## src/rtl/fetch_pkg.sv

```systemverilog
// Shared definitions for the instruction-fetch controller: PC width, default boot PC
// and the FSM state encoding.
package fetch_pkg;

   localparam int PC_W = 32;
   localparam logic [PC_W-1:0] RESET_PC_DEFAULT = 32'h0040_0000;

   typedef enum logic [1:0] {
      BOOT     = 2'd0,
      RUN      = 2'd1,
      MEM_WAIT = 2'd2,
      REDIRECT = 2'd3
   } fetch_state_e;

endpackage

```

## src/rtl/fetch_ctrl_if.sv

```systemverilog
// Pipeline-side bundle of fetch_ctrl: hazard/redirect/memory inputs and PC control outputs.
// Optional macro FETCH_CTRL_PERF_EN adds the two performance-counter outputs.
interface fetch_ctrl_if;
   import fetch_pkg::*;

   logic            stall_in;
   logic            branch_taken;
   logic [PC_W-1:0] branch_target;
   logic            jump_taken;
   logic [PC_W-1:0] jump_target;
   logic            mem_ready;

   logic            PC_reg_enable;
   logic            mux_PC_flag;
   logic [PC_W-1:0] jump_address;
   logic            Readmem;
   logic            IFID_flush;
   logic [PC_W-1:0] boot_pc;
   logic [1:0]      state_dbg;
`ifdef FETCH_CTRL_PERF_EN
   logic [31:0]     perf_stall_cnt;
   logic [31:0]     perf_redir_cnt;
`endif

   modport master (
      output stall_in, branch_taken, branch_target, jump_taken, jump_target, mem_ready,
      input  PC_reg_enable, mux_PC_flag, jump_address, Readmem, IFID_flush, boot_pc, state_dbg
`ifdef FETCH_CTRL_PERF_EN
      , input perf_stall_cnt, perf_redir_cnt
`endif
   );

   modport slave (
      input  stall_in, branch_taken, branch_target, jump_taken, jump_target, mem_ready,
      output PC_reg_enable, mux_PC_flag, jump_address, Readmem, IFID_flush, boot_pc, state_dbg
`ifdef FETCH_CTRL_PERF_EN
      , output perf_stall_cnt, perf_redir_cnt
`endif
   );

endinterface

```

## src/rtl/sat_counter32.sv

```systemverilog
// 32-bit event counter that sticks at all-ones; used for the fetch performance counters.
module sat_counter32
   import fetch_pkg::*;
(
   input  logic        clk,
   input  logic        rst,
   input  logic        inc,
   output logic [31:0] count
);

   logic [31:0] count_q, count_d;

   always_comb begin
      count_d = count_q;
      if (inc && (count_q != 32'hFFFF_FFFF)) count_d = count_q + 32'd1;
   end

   always_ff @(posedge clk or posedge rst) begin
      if (rst) count_q <= '0;
      else     count_q <= count_d;
   end

   assign count = count_q;

endmodule

```

## src/rtl/fetch_ctrl.sv

```systemverilog
// Instruction-fetch control FSM: PC load/hold, redirect muxing and IF/ID squash.
// Define FETCH_CTRL_PERF_EN to add saturating stall/redirect performance counters.
module fetch_ctrl
   import fetch_pkg::*;
#(
   parameter logic [PC_W-1:0] RESET_PC = RESET_PC_DEFAULT
)(
   input  logic        clk,
   input  logic        rst,
   fetch_ctrl_if.slave bus
);

   fetch_state_e    state_q, state_d;
   logic            pend_valid_q, pend_valid_d;
   logic [PC_W-1:0] pend_target_q, pend_target_d;
   logic [PC_W-1:0] jump_address_q, jump_address_d;

   logic            redir_req;
   logic [PC_W-1:0] redir_tgt;
   logic            pc_hold;
   logic            apply_redir;

   // Branch resolves in EX and is older than an ID jump, so it wins.
   assign redir_req = bus.branch_taken | bus.jump_taken;
   assign redir_tgt = bus.branch_taken ? bus.branch_target : bus.jump_target;

   // NOTE: every variable gets a default before the case so no path infers a latch.
   always_comb begin
      state_d        = state_q;
      pend_valid_d   = pend_valid_q;
      pend_target_d  = pend_target_q;
      jump_address_d = jump_address_q;
      pc_hold        = 1'b1;
      apply_redir    = 1'b0;

      case (state_q)
         BOOT: state_d = RUN;

         RUN: begin
            if (bus.mem_ready) begin
               if (redir_req) begin
                  apply_redir    = 1'b1;
                  pc_hold        = 1'b0;
                  jump_address_d = redir_tgt;
               end else begin
                  pc_hold = bus.stall_in;
               end
            end else begin
               state_d = MEM_WAIT;
               if (redir_req) begin
                  pend_valid_d  = 1'b1;
                  pend_target_d = redir_tgt;
               end
            end
         end

         MEM_WAIT: begin
            // A later branch replaces the pending target; a later jump is younger and dropped.
            if (bus.branch_taken) begin
               pend_valid_d  = 1'b1;
               pend_target_d = bus.branch_target;
            end else if (bus.jump_taken && !pend_valid_q) begin
               pend_valid_d  = 1'b1;
               pend_target_d = bus.jump_target;
            end
            if (bus.mem_ready) state_d = pend_valid_d ? REDIRECT : RUN;
         end

         REDIRECT: begin
            apply_redir    = 1'b1;
            pc_hold        = 1'b0;
            jump_address_d = bus.branch_taken ? bus.branch_target : pend_target_q;
            pend_valid_d   = 1'b0;
            state_d        = RUN;
         end

         default: state_d = BOOT;
      endcase
   end

   // NOTE: sequential state uses non-blocking assignments only.
   always_ff @(posedge clk or posedge rst) begin
      if (rst) begin
         state_q        <= BOOT;
         pend_valid_q   <= 1'b0;
         pend_target_q  <= '0;
         jump_address_q <= '0;
      end else begin
         state_q        <= state_d;
         pend_valid_q   <= pend_valid_d;
         pend_target_q  <= pend_target_d;
         jump_address_q <= jump_address_d;
      end
   end

   assign bus.PC_reg_enable = pc_hold;
   assign bus.mux_PC_flag   = apply_redir;
   assign bus.IFID_flush    = apply_redir;
   assign bus.jump_address  = jump_address_d;
   assign bus.Readmem       = ~rst;
   assign bus.boot_pc       = RESET_PC;
   assign bus.state_dbg     = state_q;

`ifdef FETCH_CTRL_PERF_EN
   logic [31:0] stall_cnt, redir_cnt;

   sat_counter32 u_stall_cnt (
      .clk   (clk),
      .rst   (rst),
      .inc   (pc_hold && (state_q != BOOT)),
      .count (stall_cnt)
   );

   sat_counter32 u_redir_cnt (
      .clk   (clk),
      .rst   (rst),
      .inc   (apply_redir),
      .count (redir_cnt)
   );

   assign bus.perf_stall_cnt = stall_cnt;
   assign bus.perf_redir_cnt = redir_cnt;
`endif

endmodule
```

## src/flat_wrapper.sv

```systemverilog
// flat-port wrapper written by rule: the top's interface ports become plain ports
module fetch_ctrl_flat import fetch_pkg::*;
#(
   parameter logic [PC_W-1:0] RESET_PC = RESET_PC_DEFAULT
)
  (clk, rst, bus_stall_in, bus_branch_taken, bus_branch_target, bus_jump_taken, bus_jump_target, bus_mem_ready, bus_PC_reg_enable, bus_mux_PC_flag, bus_jump_address, bus_Readmem, bus_IFID_flush, bus_boot_pc, bus_state_dbg);
  fetch_ctrl_if bus_i ();
  input  logic clk;
  input  logic rst;
  input wire logic [$bits(bus_i.stall_in)-1:0] bus_stall_in;
  input wire logic [$bits(bus_i.branch_taken)-1:0] bus_branch_taken;
  input wire logic [$bits(bus_i.branch_target)-1:0] bus_branch_target;
  input wire logic [$bits(bus_i.jump_taken)-1:0] bus_jump_taken;
  input wire logic [$bits(bus_i.jump_target)-1:0] bus_jump_target;
  input wire logic [$bits(bus_i.mem_ready)-1:0] bus_mem_ready;
  output wire logic [$bits(bus_i.PC_reg_enable)-1:0] bus_PC_reg_enable;
  output wire logic [$bits(bus_i.mux_PC_flag)-1:0] bus_mux_PC_flag;
  output wire logic [$bits(bus_i.jump_address)-1:0] bus_jump_address;
  output wire logic [$bits(bus_i.Readmem)-1:0] bus_Readmem;
  output wire logic [$bits(bus_i.IFID_flush)-1:0] bus_IFID_flush;
  output wire logic [$bits(bus_i.boot_pc)-1:0] bus_boot_pc;
  output wire logic [$bits(bus_i.state_dbg)-1:0] bus_state_dbg;
  assign bus_i.stall_in = bus_stall_in;
  assign bus_i.branch_taken = bus_branch_taken;
  assign bus_i.branch_target = bus_branch_target;
  assign bus_i.jump_taken = bus_jump_taken;
  assign bus_i.jump_target = bus_jump_target;
  assign bus_i.mem_ready = bus_mem_ready;
  assign bus_PC_reg_enable = bus_i.PC_reg_enable;
  assign bus_mux_PC_flag = bus_i.mux_PC_flag;
  assign bus_jump_address = bus_i.jump_address;
  assign bus_Readmem = bus_i.Readmem;
  assign bus_IFID_flush = bus_i.IFID_flush;
  assign bus_boot_pc = bus_i.boot_pc;
  assign bus_state_dbg = bus_i.state_dbg;
  fetch_ctrl #(.RESET_PC(RESET_PC)) u_core (.clk(clk), .rst(rst), .bus(bus_i));
endmodule
```

## config.mk

```make
export PLATFORM = sky130hd
export DESIGN_NAME = fetch_ctrl_flat
export DESIGN_NICKNAME = d
export VERILOG_FILES = /design/src/rtl/fetch_pkg.sv /design/src/rtl/fetch_ctrl_if.sv /design/src/rtl/sat_counter32.sv /design/src/rtl/fetch_ctrl.sv /design/src/flat_wrapper.sv
export SDC_FILE = /design/constraint.sdc
export NUM_CORES = 1
export LEC_CHECK = 0
export CAP_MARGIN = 10
export CORE_MARGIN = 2
export CORE_UTILIZATION = 40
export DETAILED_ROUTE_END_ITERATION = 12
export GPL_ROUTABILITY_DRIVEN = 0
export HOLD_SLACK_MARGIN = 0.12
export PLACE_DENSITY = 0.79
export SLEW_MARGIN = 20
export SYNTH_ARGS = -nofsm -noshare
export SYNTH_HDL_FRONTEND = slang
export SYNTH_SLANG_ARGS = --single-unit
```

## constraint.sdc

```tcl
create_clock -name clk -period 3.6 [get_ports clk]
set_input_delay 0.72 -clock clk [delete_from_list [all_inputs] [get_ports clk]]
set_output_delay 0.72 -clock clk [all_outputs]
set_load 0.02 [all_outputs]
```

==> out/qor.csv, run 1 <==
stage;metric;value;unit
outcome;status;completed;
critical_path;endpoint;bus_jump_address[4];
drt;wl_per_cell;17.5;µm
grt;grt_pass1_wl;17100;µm
drt;post-route-drc-count;0;
timing;hold_ws;0.511;ns
grt;grt_max_degree;68;
floorplanning;rows;37;
clock_network;cts-root-buf;clkbuf_8;
drt;topRoutingLayerUsed;met4;
placed_design;place_area;0.00536;mm²
power_and_ir_drop;p_per_area;926;mW/mm²
yosys;yosys_warnings;0;
finish;stdcell_area;0.00556;mm²
critical_path;cp.required;2.88;ns
clock_network;cts_buffers;9;
power_and_ir_drop;vdd_drop_max;522;µV
floorplanning;dieArea;0.0115;mm²
timing;setup_viol;0;
timing;worst_pin_slew;0.870;ns
drt;dr.pass1.iters;4;
timing;timing.fmax;293;MHz
timing;fin_crit;3.42;ns
drt;drt_iter0_drc;97;
clock_network;cts_hold_buffers;0;
floorplanning;die_x;107;µm
timing;period_share;94.9;%
critical_path;crit_type;in2out;
floorplanning;die_h;107;µm
min_path;min_from;u_core.pend_target_q[8];
yosys;synth.cell_area;0.00427;mm²
drt;detail-route-antenna-nets;0;
min_path;min_path_type;reg2reg;
drt;wirelength;10400;µm
clock_network;cts_setup_buffers;0;
yosys;async_flop_share;100;%
drt;vias;3129;
yosys;synth_seq_cells;67;
critical_path;timing.rr.end;u_core.pend_target_q[1];
drt;dr_wl_met2;5430;µm
clock_network;cts.sinks;67;
placed_design;post-dp-hpwl;7090;µm
timing;rsz0062_at_grt;no;
finish;fillerInstances;880;
grt;grt_usage;19.0;%
power_and_ir_drop;leakagePower;2.43;nW
floorplanning;ios;140;
yosys;synth_ff_type;dfrtp_1;
critical_path;r2r_cells;6;
timing;finClkSkew;0.0125;ns
drt;wl_met3;465;µm
clock_network;clock_path_buffers;2;
drt;drt-vias-per-instance;5.23;
clock_network;cts_max_level;3;
yosys;synth_top_area_cell;dfrtp_1;
finish;area_growth;30.2;%
yosys;syn_area_per_cell;12.1;µm²
flow_run;cap_violations;0;
critical_path;cp-end-kind;output pin;
critical_path;crit_fanout;16;
floorplanning;core;0.0103;mm²
yosys;synth_edf_count;0;
yosys;ys_types;28;
clock_network;clk_pin_slew;0.08;ns
grt;antenna_found_initial;0;
critical_path;crit_arrival;2.70;ns
yosys;synthTopCellsByArea;dfrtp_1 39%, mux2_2 17%, mux2_4 11%;
yosys;netlist.area_leader.share;39.3;%
drt;met1Wirelength;4340;µm
critical_path;crit_path_start;bus_jump_taken;
timing;slew_viol_final;0;
critical_path;reg2reg_slack;1.43;ns
grt;grt_overflow;0;
floorplanning;initial_core_util;41.3;%
min_path;hold_depth;1;
finish;drive_gt1_share;28.8;%
timing;setup_tns;0;ns
yosys;synth_most_common_cell;dfrtp_1;
clock_network;cts_tree;built;
timing;hold_viol_final;0;
timing;slew_headroom;42.0;%
clock_network;cts_resized;0;
finish;diodes;0;
critical_path;start_kind;input port;
placed_design;io_buffers;107;
yosys;synth_commonest_cells;67 x dfrtp_1, 66 x mux2_2, 36 x buf_4;
critical_path;r2r-start;u_core.bus.state_dbg[0];
grt;grt_pass1_vias;3414;
yosys;synthCells;353;
yosys;seq_area_frac_synth;39.3;%
clock_network;clock_latency;0.34;ns
finish;nets;531;
-- cell families after synthesis --
kind of cell | Yosys count | share of synthesized area, %
flops | 67 | 39.3
simple gates | 8 | 0.997
other cells | 2 | 0.176
mux | 128 | 35.5
buf+inv | 66 | 10.5
fa+ha+maj | 4 | 1.17
compound gates | 78 | 12.4
-- power by group --
group	switching, mW	internal (mW)	leakage (nW)	total, mW
combinational	1.56	1.57	1.54	3.13
clock	0.294	0.336	0.0991	0.630
sequential	0.222	1.16	0.792	1.38
-- critical path: stages --
cell and delay, ns:
clkdlybuf4s50_1 0.46, o21ai_4 0.25, buf_12 0.21, mux2i_1 0.09, o21ai_0 0.27, clkdlybuf4s50_1 0.68
-- cell type report --
class                      count  area, µm²  share of cell area (%)
tap                          136        170                    3.06
clock inverter                 5       52.6                   0.946
sequential                    67       1680                    30.2
multi-input combinational    250       2260                    40.8
timing repair buffer         121       1220                    22.0
inverter                       8       30.0                   0.540
clock buffer                  11        141                    2.54
-- sequential cells by signal (all words and copies together), names as in the netlist --
register	flops
u_core.pend_target_q	32
u_core.pend_valid_q	1
u_core.jump_address_q	32
u_core.bus.state_dbg	2
-- metal layers --
layer | track usage, % | vias to the layer above
met5 | 0 | -
met4 | 6.86 | 0
met3 | 3.87 | 15
met2 | 34.4 | 106
met1 | 22.0 | 1569
li1 | - | 1439
-- worst min-delay path by stage --
stage	to	slack [ns]
after global placement	u_core.pend_target_q[2]	0.49
after detailed placement	u_core.pend_target_q[8]	0.49
after global routing	u_core.pend_target_q[8]	0.52
after CTS	u_core.pend_target_q[10]	0.51
final	u_core.pend_target_q[8]	0.51
after floorplan	u_core.pend_target_q[1]	0.48
-- layout by cell type (no fill, tap or decap), drive strengths merged, types with 2 or more instances in the layout --
| master | n |
|---|---|
| a21oi | 2 |
| a22oi | 33 |
| buf | 15 |
| clkbuf | 11 |
| clkdlybuf4s50 | 106 |
| clkinv | 3 |
| conb | 32 |
| dfrtp | 67 |
| ha | 4 |
| inv | 8 |
| mux2 | 96 |
| mux2i | 32 |
| nor2 | 4 |
| o21ai | 36 |
| o21bai | 2 |
-- through the flow --
step | utilization [%] | worst slack (ns) | total power, mW | cells
2_1_floorplan | - | 0.663 | 3.40 | 383
3_3_place_gp | 51.9 | 0.202 | 4.43 | 582
3_5_place_dp | 51.9 | 0.161 | 4.53 | 582
4_1_cts | 53.8 | 0.127 | 5.19 | 598
5_1_grt | 53.8 | 0.0677 | 5.47 | 598
6_report | 53.8 | 0.184 | 5.14 | 598
No activity file was read; power rests on OpenSTA's default activity.
==> run 2, diff against run 1 <==
--- a/config.mk
+++ b/config.mk
@@ -12,6 +12,7 @@
 export GPL_ROUTABILITY_DRIVEN = 0
 export HOLD_SLACK_MARGIN = 0.12
 export PLACE_DENSITY = 0.79
+export SETUP_SLACK_MARGIN = 0.5
 export SLEW_MARGIN = 20
 export SYNTH_ARGS = -nofsm -noshare
 export SYNTH_HDL_FRONTEND = slang
==> constraint.sdc (replaced) <==
create_clock -name clk -period 4.2 [get_ports clk]
set_input_delay 0.84 -clock clk [delete_from_list [all_inputs] [get_ports clk]]
set_output_delay 0.84 -clock clk [all_outputs]
set_load 0.02 [all_outputs]
==> run 2 against run 1 <==
Effect of this change:
- utilization is 0.59 points lower
- clock skew rose by 0.0014 ns
- global-route usage fell by 1.4 points
- sequential power decreased by 14%
- first-iteration DRC count up 30%
- final cell count fell by 0.50%
- hold slack improved by 0.0013 ns
- highest routed layer unchanged
- die area unchanged
- combinational power decreased by 21%
- final area down 1.1%
- clock power decreased by 13%
- critical endpoint is now bus_jump_address[3]
==> out/qor.csv, run 2 (synthesis gave the netlist of run 1 again) <==
stage;metric;value;unit;change
clock_network;cts_tree;built;;
finish;final_common_cell;clkdlybuf4s50_1;;
clock_network;cts_buffers;9;;unchanged
finish;area_growth;28.8;%;
min_path;min_path_type;reg2reg;;
drt;dr.pass1.iters;4;;unchanged
timing;slew_viol_final;0;;unchanged
critical_path;cp-end-kind;output pin;;
drt;wirelength;9880;µm;-5.4%
floorplanning;die_x;107;µm;unchanged
timing;rsz0062_at_grt;no;;
floorplanning;initial_core_util;41.3;%;unchanged
grt;grt_max_degree;68;;unchanged
placed_design;place_ws;0.369;ns;+0.208 ns
critical_path;cp_slowest_cell;clkdlybuf4s50_1;;
clock_network;cts_max_level;3;;unchanged
grt;grt_pass1_wl;15900;µm;-6.9%
floorplanning;ios;140;;unchanged
floorplanning;rows;37;;unchanged
timing;hold_ws;0.512;ns;+0.00132 ns
clock_network;cts.sinks;67;;unchanged
floorplanning;dieArea;0.0115;mm²;unchanged
clock_network;cts-root-buf;clkbuf_8;;
clock_network;clock_path_buffers;2;;unchanged
timing;setup_tns;0;ns;unchanged
drt;wl_per_cell;16.6;µm;-4.9%
critical_path;start_kind;input port;;
outcome;status;completed;;
drt;post-route-drc-count;0;;unchanged
critical_path;crit_type;in2out;;
critical_path;crit_buf_inv;3;;unchanged
finish;stdcell_area;0.00550;mm²;-1.1%
finish;fillerInstances;916;;+4.1%
drt;drt-vias-per-instance;5.11;;-2.3%
placed_design;place_area;0.00532;mm²;-0.79%
power_and_ir_drop;leakagePower;2.48;nW;+1.7%
power_and_ir_drop;vdd_drop_max;335;µV;-36%
critical_path;path_cells;clkdlybuf4s50_1, o21ai_4, buf_12, mux2i_1, o21ai_0, dlygate4sd2_1;;
drt;drt_iter0_drc;126;;+30%
grt;grt_pass1_vias;3196;;-6.4%
timing;setup_viol;0;;unchanged
drt;detail-route-antenna-nets;0;;unchanged
finish;fin_util;53.2;%;-0.59 points
grt;grt_usage;17.6;%;-1.4 points
placed_design;dpl.cell_count;578;;-0.69%
timing;period_share;83.3;%;
finish;drive_gt1_share;28.8;%;-0.030 points
critical_path;cpLargestDelayFamily;buffers and inverters;;
drt;vias;3041;;-2.8%
flow_run;cap_violations;0;;unchanged
critical_path;cp.required;3.36;ns;+0.48 ns
critical_path;crit_arrival;2.66;ns;-0.04 ns
grt;grt_overflow;0;;unchanged
critical_path;max_stage_delay;0.54;ns;-0.14 ns
clock_network;clk_pin_slew;0.08;ns;about the same
grt;antenna_found_initial;0;;unchanged
finish;final_cells;595;;-0.50%
placed_design;io_buffers;107;;unchanged
placed_design;post-dp-hpwl;6550;µm;-7.6%
floorplanning;die_h;107;µm;unchanged
timing;slew_headroom;42.8;%;+0.81 points
power_and_ir_drop;p_total;4.20;mW;-18%
finish;nets;528;;-0.56%
floorplanning;core;0.0103;mm²;unchanged
timing;hold_viol_final;0;;unchanged
finish;final_cell_mix;74 x clkdlybuf4s50_1, 67 x dfrtp_1, 66 x mux2_2, 35 x o21ai_0, 33 x a22oi_1;;
timing;finClkSkew;0.0139;ns;+0.00141 ns
timing;setup_ws;0.703;ns;+0.519 ns
timing;worst_pin_slew;0.858;ns;-0.0122 ns
critical_path;crit_fanout;33;;+17
timing;timing.fmax;286;MHz;
finish;diodes;0;;unchanged
power_and_ir_drop;p_per_area;764;mW/mm²;-17%
clock_network;clock_latency;0.35;ns;about the same
timing;fin_crit;3.50;ns;
-- run 2: cell types whose count changed in the layout (fill, tap and decap cells not counted), sizes merged --
cell and delta:
dlygate4sd2 +31, clkbuf -2, clkinvlp +2, buf -3, clkdlybuf4s50 -32, dlymetal6s2s +1
-- run 2: path summary, 6_finish.rpt --
check	endpoint	depth (start not counted)	slack, ns	from
hold reg to reg	u_core.pend_target_q[19]	1	0.51	u_core.pend_target_q[19]
max in group asynchronous	u_core.pend_valid_q	3	2.49	rst
setup reg to reg	u_core.pend_target_q[1]	6	1.87	u_core.bus.state_dbg[0]
setup / recovery	bus_jump_address[3]	6	0.70	bus_jump_taken
min in group asynchronous	u_core.pend_target_q[25]	3	1.15	rst
hold / removal	u_core.pend_target_q[19]	1	0.51	u_core.pend_target_q[19]
-- run 2: worst reg2reg max path, stage by stage, from the launching register on --
cell and delay (ns):
dfrtp_1 0.46, inv_1 0.10, ha_1 0.27, nor2b_1 0.18
a221oi_4 0.21, buf_4 0.58, mux2_2 0.41
-- run 2: cell type report --
class / instances / area (µm²) / area share [%]
clock buffer: 9 / 124 / 2.25
clock inverter: 7 / 76.3 / 1.39
sequential: 67 / 1680 / 30.5
inverter: 8 / 33.8 / 0.615
tap: 136 / 170 / 3.10
multi-input combinational: 250 / 2260 / 41.2
timing repair buffer: 118 / 1150 / 20.9
-- run 2: repair_timing --
item / CTS / global route
buffers inserted: 1 / 0
pin swaps: 0 / 0
cloned: 0 / 0
hold buffers: 0 / 0
endpoints found under the setup margin: 32 / 1
resized for setup: 32 / 1
-- run 2: power by group --
part | internal [mW] | total, mW | switching [mW] | leakage (nW)
logic | 1.17 | 2.47 | 1.30 | 1.59
registers | 0.992 | 1.18 | 0.187 | 0.792
clock network | 0.277 | 0.550 | 0.273 | 0.0958
-- run 2: per-layer routing --
layer | vias up | GRT usage (%) | share of wire [%]
met3 | 16 | 3.45 | 4.6
li1 | 1428 | - | -
met4 | 0 | 6.77 | 1.6
met1 | 1510 | 22.2 | 44
met5 | - | 0 | 0
met2 | 87 | 29.7 | 50
